**src/rtl/depth_test_unit.sv**
```systemverilog
`default_nettype none
// ============================================================================
// Module      : depth_test_unit
// Description : Per-fragment Z test. Reads stored depth, compares it, optionally
//               writes it back, and forwards passing color downstream.
//               Optional depth-bounds kill enabled by DEPTH_BOUNDS_TEST_EN.
// Revision    : 1.0 - initial release
// ============================================================================
module depth_test_unit #(
    parameter int COLOR_WIDTH = 128,
    parameter int DEPTH_WIDTH = 32,
    parameter int ADDR_WIDTH  = 32
) (
    input  logic                   clk_i,
    input  logic                   rst_i,
    input  logic                   enable_i,
    input  logic [2:0]             depth_func_i,
    input  logic                   depth_write_en_i,
    input  logic [ADDR_WIDTH-1:0]  zbuf_base_i,
    input  logic [15:0]            zbuf_pitch_i,
`ifdef DEPTH_BOUNDS_TEST_EN
    input  logic [DEPTH_WIDTH-1:0] zmin_i,
    input  logic [DEPTH_WIDTH-1:0] zmax_i,
`endif
    input  logic [15:0]            frag_x_i,
    input  logic [15:0]            frag_y_i,
    input  logic [DEPTH_WIDTH-1:0] frag_depth_i,
    input  logic [COLOR_WIDTH-1:0] frag_color_i,
    input  logic                   frag_valid_i,
    output logic                   frag_ready_o,
    output logic                   zb_rd_req_o,
    output logic [ADDR_WIDTH-1:0]  zb_rd_addr_o,
    input  logic                   zb_rd_gnt_i,
    input  logic                   zb_rd_valid_i,
    input  logic [DEPTH_WIDTH-1:0] zb_rd_data_i,
    output logic                   zb_wr_req_o,
    output logic [ADDR_WIDTH-1:0]  zb_wr_addr_o,
    output logic [DEPTH_WIDTH-1:0] zb_wr_data_o,
    input  logic                   zb_wr_gnt_i,
    output logic [COLOR_WIDTH-1:0] color_o,
    output logic [15:0]            color_x_o,
    output logic [15:0]            color_y_o,
    output logic                   color_valid_o,
    input  logic                   color_ready_i,
    output logic                   busy_o,
    output logic [31:0]            pass_count_o,
    output logic [31:0]            kill_count_o
);

    typedef enum logic [2:0] {
        c_IDLE    = 3'd0,
        c_RD_REQ  = 3'd1,
        c_RD_WAIT = 3'd2,
        c_DECIDE  = 3'd3,
        c_WR_REQ  = 3'd4,
        c_OUT     = 3'd5
    } state_t;

    localparam logic [2:0] c_FUNC_NEVER    = 3'd0;
    localparam logic [2:0] c_FUNC_LESS     = 3'd1;
    localparam logic [2:0] c_FUNC_EQUAL    = 3'd2;
    localparam logic [2:0] c_FUNC_LEQUAL   = 3'd3;
    localparam logic [2:0] c_FUNC_GREATER  = 3'd4;
    localparam logic [2:0] c_FUNC_NOTEQUAL = 3'd5;
    localparam logic [2:0] c_FUNC_GEQUAL   = 3'd6;
    localparam logic [2:0] c_FUNC_ALWAYS   = 3'd7;

    state_t                 r_state;
    state_t                 w_next_state;
    logic [15:0]            r_frag_x;
    logic [15:0]            r_frag_y;
    logic [DEPTH_WIDTH-1:0] r_frag_depth;
    logic [COLOR_WIDTH-1:0] r_frag_color;
    logic [2:0]             r_func;
    logic                   r_wen;
    logic                   r_force_kill;
    logic [ADDR_WIDTH-1:0]  r_addr;
    logic [DEPTH_WIDTH-1:0] r_stored;
    logic [31:0]            r_pass_count;
    logic [31:0]            r_kill_count;

    logic                   w_accept;
    logic                   w_skip_read;
    logic                   w_oob;
    logic                   w_pass;
    logic                   w_kill;
    logic                   w_pass_done;
    logic [31:0]            w_pix_idx;
    logic [ADDR_WIDTH-1:0]  w_addr;

    assign w_accept    = (r_state == c_IDLE) && enable_i && !rst_i && frag_valid_i;
    assign w_skip_read = (depth_func_i == c_FUNC_NEVER) || (depth_func_i == c_FUNC_ALWAYS);

    // Pixel index is 32-bit and wraps; the byte offset is index * 4.
    assign w_pix_idx = 32'(frag_y_i) * 32'(zbuf_pitch_i) + 32'(frag_x_i);
    assign w_addr    = zbuf_base_i + ADDR_WIDTH'({w_pix_idx[29:0], 2'b00});

`ifdef DEPTH_BOUNDS_TEST_EN
    assign w_oob = (frag_depth_i < zmin_i) || (frag_depth_i > zmax_i);
`else
    assign w_oob = 1'b0;
`endif

    always_comb begin
        w_pass = 1'b0;
        case (r_func)
            c_FUNC_NEVER:    w_pass = 1'b0;
            c_FUNC_LESS:     w_pass = (r_frag_depth <  r_stored);
            c_FUNC_EQUAL:    w_pass = (r_frag_depth == r_stored);
            c_FUNC_LEQUAL:   w_pass = (r_frag_depth <= r_stored);
            c_FUNC_GREATER:  w_pass = (r_frag_depth >  r_stored);
            c_FUNC_NOTEQUAL: w_pass = (r_frag_depth != r_stored);
            c_FUNC_GEQUAL:   w_pass = (r_frag_depth >= r_stored);
            c_FUNC_ALWAYS:   w_pass = 1'b1;
            default:         w_pass = 1'b0;
        endcase
    end

    always_ff @(posedge clk_i) begin
        if (rst_i) begin
            r_state <= c_IDLE;
        end else begin
            r_state <= w_next_state;
        end
    end

    always_comb begin
        w_next_state  = r_state;
        frag_ready_o  = 1'b0;
        zb_rd_req_o   = 1'b0;
        zb_wr_req_o   = 1'b0;
        color_valid_o = 1'b0;
        busy_o        = (r_state != c_IDLE);
        w_kill        = 1'b0;
        w_pass_done   = 1'b0;
        case (r_state)
            c_IDLE: begin
                frag_ready_o = enable_i && !rst_i;
                if (w_accept) begin
                    // Out-of-bounds fragments go straight to DECIDE as a forced kill.
                    w_next_state = (w_oob || w_skip_read) ? c_DECIDE : c_RD_REQ;
                end
            end
            c_RD_REQ: begin
                zb_rd_req_o = 1'b1;
                if (zb_rd_gnt_i) w_next_state = c_RD_WAIT;
            end
            c_RD_WAIT: begin
                if (zb_rd_valid_i) w_next_state = c_DECIDE;
            end
            c_DECIDE: begin
                if (w_pass && !r_force_kill) begin
                    w_next_state = r_wen ? c_WR_REQ : c_OUT;
                end else begin
                    w_kill       = 1'b1;
                    w_next_state = c_IDLE;
                end
            end
            c_WR_REQ: begin
                zb_wr_req_o = 1'b1;
                if (zb_wr_gnt_i) w_next_state = c_OUT;
            end
            c_OUT: begin
                color_valid_o = 1'b1;
                if (color_ready_i) begin
                    w_pass_done  = 1'b1;
                    w_next_state = c_IDLE;
                end
            end
            default: w_next_state = c_IDLE;
        endcase
    end

    always_ff @(posedge clk_i) begin
        if (rst_i) begin
            r_frag_x     <= '0;
            r_frag_y     <= '0;
            r_frag_depth <= '0;
            r_frag_color <= '0;
            r_func       <= '0;
            r_wen        <= 1'b0;
            r_force_kill <= 1'b0;
            r_addr       <= '0;
            r_stored     <= '0;
        end else begin
            if (w_accept) begin
                r_frag_x     <= frag_x_i;
                r_frag_y     <= frag_y_i;
                r_frag_depth <= frag_depth_i;
                r_frag_color <= frag_color_i;
                r_func       <= depth_func_i;
                r_wen        <= depth_write_en_i;
                r_force_kill <= w_oob;
                r_addr       <= w_addr;
            end
            if ((r_state == c_RD_WAIT) && zb_rd_valid_i) begin
                r_stored <= zb_rd_data_i;
            end
        end
    end

    // Both counters stick at all-ones instead of wrapping.
    always_ff @(posedge clk_i) begin
        if (rst_i) begin
            r_pass_count <= '0;
            r_kill_count <= '0;
        end else begin
            if (w_pass_done && (r_pass_count != '1)) r_pass_count <= r_pass_count + 32'd1;
            if (w_kill && (r_kill_count != '1))      r_kill_count <= r_kill_count + 32'd1;
        end
    end

    assign zb_rd_addr_o = r_addr;
    assign zb_wr_addr_o = r_addr;
    assign zb_wr_data_o = r_frag_depth;
    assign color_o      = r_frag_color;
    assign color_x_o    = r_frag_x;
    assign color_y_o    = r_frag_y;
    assign pass_count_o = r_pass_count;
    assign kill_count_o = r_kill_count;

endmodule
`default_nettype wire

```
**config.mk**
```make
export PLATFORM = sky130hd
export DESIGN_NAME = depth_test_unit
export DESIGN_NICKNAME = d
export VERILOG_FILES = /design/src/rtl/depth_test_unit.sv
export SDC_FILE = /design/constraint.sdc
export NUM_CORES = 1
export LEC_CHECK = 0
export ABC_AREA = 1
export BUFFER_PORTS_ARGS = -buffer_cell sky130_fd_sc_hd__buf_2
export CAP_MARGIN = 20
export CORE_AREA = 8 8 230 232
export DETAILED_ROUTE_END_ITERATION = 12
export DIE_AREA = 0 0 238 240
export PLACE_DENSITY = 0.74
export REMOVE_ABC_BUFFERS = 1
export SLEW_MARGIN = 20
export SYNTH_ARGS = -nofsm -noshare
export SYNTH_HDL_FRONTEND = slang
export SYNTH_SLANG_ARGS = --single-unit
```
**constraint.sdc**
```tcl
create_clock -name clk_i -period 14.2 [get_ports clk_i]
set_input_delay 3.55 -clock clk_i [delete_from_list [all_inputs] [get_ports clk_i]]
set_output_delay 3.55 -clock clk_i [all_outputs]
set_load 0.005 [all_outputs]
```
## Word-level counts from Yosys, hierarchy flattened

Cells that the tools add are included.

- Bits in registers: 327

- Add/subtract/negate cells: 4
- $mul: 1
- $lt $le $gt $ge: 4
- Equal/unequal tests: 22
- Mux-type cells: 18
- Reduce and logical (&&, ||, !) cells: 14

Operators by type and width:

| kind | count |
|---|---|
| $add A32 B1 Y32 const B | 2 |
| $ne A32 B32 Y1 const B | 2 |
| $add A32 B32 Y32 | 1 |
| $eq A32 B32 Y1 | 1 |
| $ge A32 B32 Y1 | 1 |
| $gt A32 B32 Y1 | 1 |
| $le A32 B32 Y1 | 1 |
| $lt A32 B32 Y1 | 1 |
| $ne A32 B32 Y1 | 1 |
| $add A30 B16 Y30 | 1 |
| $mul A16 B16 Y30 | 1 |
| $eq A3 B3 Y1 const B | 7 |
| $mux W3 | 6 |
| $pmux W3 S6 | 1 |
| $eq A3 B2 Y1 const B | 4 |
| $ne A2 B2 Y1 const B | 5 |
| $logic_not A3 Y1 | 3 |
| $mux W1 | 9 |
| $pmux W1 S8 | 1 |
| $logic_and A1 B1 Y1 | 7 |
| $eq A3 B1 Y1 const B | 2 |
| $reduce_and A5 Y1 | 1 |
| $reduce_bool A3 Y1 | 1 |
| $mux W2 | 1 |
| other kinds (2) | 2 |

## Depth between registers and ports, before layout

Gate-level depths: netlist of run 1.

- Depth in word-level cells: 6
- Mapped depth: 36
- Depth with buffers taken out: 34

## Worst setup path before layout of run 1

OpenSTA, ideal clock, no wires.

- Kind: input -> register
- Start point: input frag_y_i[5]
- End point: register r_addr[31] (netlist: zb_rd_addr_o[31])
- Data arrival time: 9.866 ns
- Data required time: 14.091 ns
- Path slack: 4.225 ns
- Stages: 33
- Path buffers: 2
- Cell sequence: clkbuf_1 -> clkbuf_1 -> nand2_1 -> fa_1 -> inv_1 -> fa_1 -> inv_1 -> fa_1 -> inv_1 -> fa_1 -> fa_1 -> inv_1 -> fa_1 -> inv_1 -> ha_1 -> a21oi_1 -> o21ai_0 -> a21oi_1 -> o21ai_1 -> a21oi_1 -> xnor2_1 -> ha_1 -> nand2_1 -> nor3_1 -> nand2_1 -> nor3_1 -> nand2_1 -> o211ai_1 -> inv_1 -> nand2_1 -> nand3_1 -> nand2_1 -> inv_1

- Longest elaborated chain between the ends: 3

Ends and longest elaborated chain:

| item | RTL line | RTL |
|---|---|---|
| start: declaration | 26 | `input logic [15:0] frag_y_i,` |
| $mul A16 B16 Y30 | 95 | `assign w_pix_idx = 32'(frag_y_i) * 32'(zbuf_pitch_i) + 32'(frag_x_i);` |
| $add A30 B16 Y30 | 95 |  |
| $add A32 B32 Y32 | 96 | `assign w_addr = zbuf_base_i + ADDR_WIDTH'({w_pix_idx[29:0], 2'b00});` |
| end signal: assignment | 194 | `r_addr <= w_addr;` |
| end: declaration | 77 | `logic [ADDR_WIDTH-1:0] r_addr;` |

Every way passes these cells.
A chain may end at the register's enable or synchronous reset.

## Worst setup path after layout of run 1

- Start point: input frag_y_i[9]
- End point: register r_addr[31] (netlist: zb_rd_addr_o[31])

Same word-level chain as after synthesis.

==> results of run 1 <==
==> worst reg2reg max path, stage by stage, from the launching register on <==
cell and delay (ps):
dfxtp_1 380, nor2_2 160, inv_1 110, nor2_1 100, inv_1 140, nor2_4 220
nand2_8 440, inv_6 770, buf_4 900, nand3_1 410, nand2_1 120, inv_1 40
==> worst max-delay path by stage <==
stage	end	from
3_3_place_gp	zb_rd_addr_o[31]	frag_y_i[9]
2_1_floorplan	r_state[1]	rst_i
6_report	zb_rd_addr_o[31]	frag_y_i[9]
5_1_grt	zb_rd_addr_o[31]	frag_y_i[9]
4_1_cts	zb_rd_addr_o[31]	frag_y_i[9]
3_5_place_dp	zb_rd_addr_o[31]	frag_y_i[9]
==> registers in the layout (all words and copies together), names as in the netlist <==
register	count
color_x_o	16
color_o	128
r_func	3
zb_rd_addr_o	32
r_stored	32
r_wen	1
pass_count_o	32
zb_wr_data_o	32
color_y_o	16
r_state	3
kill_count_o	32
==> cell usage after synthesis (11+ instances only) <==
| library cell | number | area (sq um) |
|---|---|---|
| nand2_1 | 982 | 3690 |
| inv_1 | 573 | 2150 |
| dfxtp_1 | 327 | 6550 |
| nand3_1 | 250 | 1250 |
| fa_1 | 210 | 4200 |
| a21oi_1 | 163 | 816 |
| ha_1 | 162 | 2030 |
| nor2_1 | 115 | 432 |
| clkbuf_1 | 106 | 398 |
| o21ai_0 | 103 | 515 |
| xor2_1 | 61 | 534 |
| buf_4 | 37 | 278 |
| buf_2 | 36 | 180 |
| nand2_2 | 36 | 225 |
| xnor2_1 | 35 | 307 |
| nor3_1 | 31 | 155 |
| a21oi_2 | 29 | 254 |
| nand4_1 | 26 | 163 |
| nor4_1 | 17 | 106 |
| buf_1 | 12 | 45.0 |
| o21ai_1 | 12 | 60.1 |
| nor2_2 | 11 | 68.8 |
==> per-layer routing <==
metal  vias to the layer above  routed length, microns
met5                         -                      12
met4                         2                    3500
met3                       173                    5870
met2                       844                   39500
met1                     10900                   31800
li1                      11400                       -
==> placed cells by master, fill, tap and decap left out, types with 38 or more instances in the layout <==
master	count
buf_2	608
nand2_1	982
a21oi_1	163
xor2_1	61
o21ai_0	103
dfxtp_1	327
clkbuf_16	38
nor2_1	115
fa_1	210
ha_1	162
inv_1	572
nand3_1	249
==> logic make-up (layout without fill, tap and decap cells) <==
family | Yosys count | after routing | synth area share (%)
buffers and inverters | 778 | 1262 | 12.7
DFF | 327 | 327 | 26.0
AOI/OAI and AO/OA | 350 | 350 | 7.88
other | 0 | 9 | 0
xor gates and xnor gates | 96 | 96 | 3.34
and+or+nand+nor | 1494 | 1494 | 25.3
adders and majority gates | 372 | 372 | 24.8
==> per-stage QoR <==
step	util, %	cell area [sq um]	hold WS [ps]	std cells	setup WS [ps]
after global placement	56.8	28100	442	4505	3630
after floorplan	-	24100	429	3218	1550
final	59.4	29400	456	4582	4260
after global routing	59.4	29400	476	4577	3760
after detailed placement	56.8	28100	446	4505	3710
after CTS	59.4	29400	455	4573	4300
==> final cells by class <==
class                   count  area (sq um)  share of cell area [%]
multi-input cells        2312         15400                    52.5
inverters                 579          2190                    7.46
flip-flops and latches    327          6550                    22.3
clock buffers              58          1150                    3.90
clock inverters            10           108                   0.366
well taps                 672           841                    2.86
repair buffers            615          3100                    10.5
diodes                      9          22.5                  0.0766
==> impl_metrics.toml, run 1 <==
[setup_path]
r2r_cells = 11
critPathTopFamily = "adder cells"
cp_num_buf_inv = 8
worstPathMaxFanout = 17
worst-setup-path-type = "in2reg"
crit_path_frequent_cell = "inv_1"
required_ps = 14670
path_depth = 30
critPathArrivalTime_ps = 10420
slowest_delay_ps = 570
r2r_start = "r_state[1]"
critPathSlowestCell = "fa_1"
regToRegEndpoint = "zb_rd_addr_o[21]"
crit_path_end_kind = "register"
start_kind = "primary input"
r2r_setup_slack_ps = 10330

[clock_network]
cts_inserted_buffers = 38
ctsLongestPathBuffers = 3
post-cts-setup-buffers = 0
cts.sinks = 327
cts_root_buf = "clkbuf_16"
cts_tree = "done"
clkLatencyLatePin_ps = 570
path_clk_slew_ps = 70
post_cts_resized = 0
cts_hold_buf = 0
h-tree-depth = 2

[timing]
rsz0062_at_grt = "false"
timing.fmax_mhz = 101
max_slew_margin_pct = 24.1
fin_worst_skew_ps = 24.4
fin_setup_tns_ps = 0
setup_violations = 0
final_max_slew_viol_count = 0
finalCritPeriodShare_pct = 70.0
final-hold-violation-count = 0
fin_crit_ps = 9940
tightestPinTransition_ps = 1140

[logic_synthesis]
synthArstFlopShare_pct = 0
syn_area_per_cell_sq_um = 7.36
synth_flop_cell = "dfxtp_1"
ys_seq_elements = 327
yosys.cell_types.count = 57
yosysWarningCount = 0
netlist_instances = 3417
netlist_area_sq_mm = 0.0251
ys_seq_area_share_pct = 26.0
synth_edf_count = 0

[floorplanning]
die_y_microns = 240
rows = 82
die-area_sq_mm = 0.0571
io_pins = 609
core_area_sq_mm = 0.0495
start_util_pct = 50.9
fp.dieW_microns = 238

[detailed_routing]
firstDrtPassIters = 6
drt_iter0_drc = 1576
wl_per_cell_microns = 17.6
finalWirelength_microns = 80600
drtAntennaViolNets = 0
drc = 0
viasPerCell = 5.10
vias = 23400

[global_route]
gr-usage-met1_pct = 32.8
grt_usage_pct = 26.9
grt.busiest_layer = "met2"
antenna_found_initial = 9
gr-total-overflow = 0
grt.met2_usage_pct = 46.8
use_met3_pct = 4.65
grt_max_degree = 108
grt_pass1_vias = 22600
grt_pass1_wl_microns = 123000

[placement]
port_buffers = 608
dp_hpwl_microns = 63800
gp_congestion = 0.989

[worst_hold_path]
hold_path.class = "reg2reg"
worstHoldPathCells = 2
min_to = "r_wen"
hp-start = "r_wen"

[cells_and_area]
fillers = 4719
nets = 4529
drive_above_1_share_pct = 20.1
areaGrowthSynthToFinish_pct = 16.9

[run]
drv_cap = 0

[status]
status = "finished, final reports clean"
Power of run 1 is not shown: default switching activity piles up to over one toggle a cycle in this logic, so the estimate is an artifact.
==> run 2, diff against run 1 <==
--- a/config.mk
+++ b/config.mk
@@ -5,13 +5,13 @@
 export SDC_FILE = /design/constraint.sdc
 export NUM_CORES = 1
 export LEC_CHECK = 0
-export ABC_AREA = 1
+export ABC_AREA = 0
 export BUFFER_PORTS_ARGS = -buffer_cell sky130_fd_sc_hd__buf_2
 export CAP_MARGIN = 20
-export CORE_AREA = 8 8 230 232
+export CORE_AREA = 8 8 234 236
 export DETAILED_ROUTE_END_ITERATION = 12
-export DIE_AREA = 0 0 238 240
-export PLACE_DENSITY = 0.74
+export DIE_AREA = 0 0 242 244
+export PLACE_DENSITY = 0.7
 export REMOVE_ABC_BUFFERS = 1
 export SLEW_MARGIN = 20
 export SYNTH_ARGS = -nofsm -noshare
==> constraint.sdc (replaced) <==
create_clock -name clk_i -period 8 [get_ports clk_i]
set_input_delay 2 -clock clk_i [delete_from_list [all_inputs] [get_ports clk_i]]
set_output_delay 2 -clock clk_i [all_outputs]
set_load 0.005 [all_outputs]
==> impl_metrics.toml, run 2 <==
[setup_path]
worstPathMaxFanout = 5
critPathSlowestCell = "fa_2"
crit_path_frequent_cell = "fa_1"
r2r_start = "zb_wr_data_o[17]"
crit_path_end_kind = "register"
worst-setup-path-type = "in2reg"
slowest_delay_ps = 560
worstSetupStartpoint = "frag_y_i[8]"
start_kind = "primary input"
required_ps = 8480
critPathArrivalTime_ps = 9030

[clock_network]
ctsLongestPathBuffers = 3
cts_root_buf = "clkbuf_16"
h-tree-depth = 2
cts_inserted_buffers = 36
cts_tree = "done"
clkLatencyLatePin_ps = 560
cts.sinks = 327
path_clk_slew_ps = 60
cts_hold_buf = 0

[timing]
setup_violations = 8
fin_crit_ps = 8550
final_max_slew_viol_count = 0
fin_worst_skew_ps = 23.5
layout_setup_ws_ps = -546
timing.fmax_mhz = 117
finalCritPeriodShare_pct = 107
rsz0062_at_grt = "true"
final-hold-violation-count = 0
tightestPinTransition_ps = 1140
max_slew_margin_pct = 24.1

[cells_and_area]
largest_reg_flops = 128
register_area_sq_mm = 0.00655
drive_above_1_share_pct = 28.6
final_cell_mix = "630 x nand2_1, 590 x buf_2, 327 x dfxtp_1"
areaGrowthSynthToFinish_pct = 29.2
nets = 4187
final_cells = 4242
multi_input_area_sq_mm = 0.0151
fillers = 4609
final_common_cell = "nand2_1"

[placement]
gp_congestion = 0.921
dp.cells = 4155
port_buffers = 608
dp_hpwl_microns = 58400

[logic_synthesis]
synth.area.top_cells = "dfxtp_1 28%, fa_1 18%, nand2_1 10%, ha_1 8.7%, inv_1 5.6%"
synth_flop_cell = "dfxtp_1"
yosysMostFrequentCell = "nand2_1"
synthArstFlopShare_pct = 0
synth_xor_area_share_pct = 2.97
ys_seq_area_share_pct = 28.2
synth_top_cell_by_area = "dfxtp_1"
yosys.cell_types.count = 65
synth_common_cells = "632 x nand2_1, 348 x inv_1, 327 x dfxtp_1, 257 x nand3_1, 210 x fa_1"
synth_top_family_by_area = "adder cells"
synth-adder-area-share_pct = 26.8
synth_edf_count = 0
ys_seq_elements = 327
netlist_instances = 2844
synthMuxAreaShare_pct = 0.856
synth_compound_area_share_pct = 7.64
synth-simple-area-share_pct = 24.5
netlist_area_sq_mm = 0.0232
synth_top_area_share_pct = 28.2
syn_area_per_cell_sq_um = 8.17
yosysWarningCount = 0

[global_route]
antenna_found_initial = 7
gr-total-overflow = 0
grt_max_degree = 163
grt_usage_pct = 23.8
grt_pass1_vias = 20600
grt_pass1_wl_microns = 114000

[detailed_routing]
wl_per_cell_microns = 17.5
drc = 0
firstDrtPassIters = 5
vias = 21500
drt_iter0_drc = 1159
viasPerCell = 5.08
finalWirelength_microns = 74100
drtAntennaViolNets = 0

[floorplanning]
io_pins = 609
core_area_sq_mm = 0.0509
die_y_microns = 244
fp.dieW_microns = 242
rows = 83
die-area_sq_mm = 0.0590
start_util_pct = 45.7

[status]
violations = "setup timing"
status = "finished, violations left"

[run]
drv_cap = 0

[worst_hold_path]
hp-start = "color_o[34]"
hold_path.class = "reg2reg"
-- run 2: cell types whose count changed after synthesis, moves of 35 or more --
cell     previous run  this run
nand2_1           982       632
inv_1             573       348
and2_1              0       122
a21oi_1           163        89
nand2_2            36         0
buf_2              36         1
-- run 2: stage by stage --
stage | hold WS, ps | utilization, % | instance area, sq um | worst slack (ps) | TNS, ps
2_1_floorplan | 430 | - | 22400 | -1480 | -9650
3_3_place_gp | 438 | 54.9 | 27900 | -1830 | -17540
3_5_place_dp | 441 | 54.9 | 27900 | -1910 | -18880
4_1_cts | 451 | 58.2 | 29600 | -547 | -3090
5_1_grt | 465 | 59.0 | 30000 | -840 | -6080
6_report | 449 | 59.0 | 30000 | -546 | -3090
-- run 2: final timing paths --
kind	end	slack (ps)	depth (start not counted)
setup / recovery	zb_rd_addr_o[31]	-550	30
hold / removal	color_o[34]	450	2
setup reg to reg	kill_count_o[29]	4300	11
hold reg to reg	color_o[34]	450	2
-- run 2: cell type report --
| type | instances | area share [%] |
|---|---|---|
| Antenna cell | 5 | 0.0417 |
| Clock buffer | 50 | 3.44 |
| Clock inverter | 14 | 0.600 |
| Inverter | 349 | 4.39 |
| Multi-Input combinational cell | 1993 | 50.3 |
| Sequential cell | 327 | 21.8 |
| Tap cell | 680 | 2.83 |
| Timing Repair Buffer | 824 | 16.6 |
-- run 2: cells by family after synthesis --
group                      count (synthesis)
xor gates and xnor gates                  77
and+or+nand+nor                         1244
adders and majority gates                372
muxes                                     18
DFF                                      327
AOI/OAI and AO/OA                        282
buffers and inverters                    524
-- run 2: metal layers --
layer	global-route usage (%)	part of all wire (%)	up-vias
met4	9.77	4.5	6
met3	4.79	6.4	172
met5	0	0.055	-
li1	-	-	10500
met1	28.2	40	10200
met2	41.8	50	706
-- run 2: worst max-delay path: cells and delay by family --
family | cells | cell delay (ps)
adders and majority gates | 8 | 3520
AOI/OAI and AO/OA | 12 | 2550
buffers and inverters | 6 | 460
xor gates and xnor gates | 2 | 270
and+or+nand+nor | 2 | 220
-- run 2: repair_timing --
| action | in CTS | in global routing |
|---|---|---|
| pin swaps | 99 | 86 |
| resized for setup | 133 | 92 |
| setup endpoints to repair | 15 | 15 |
| setup buffers | 9 | 14 |
Power of run 2 is left out for the same reason.
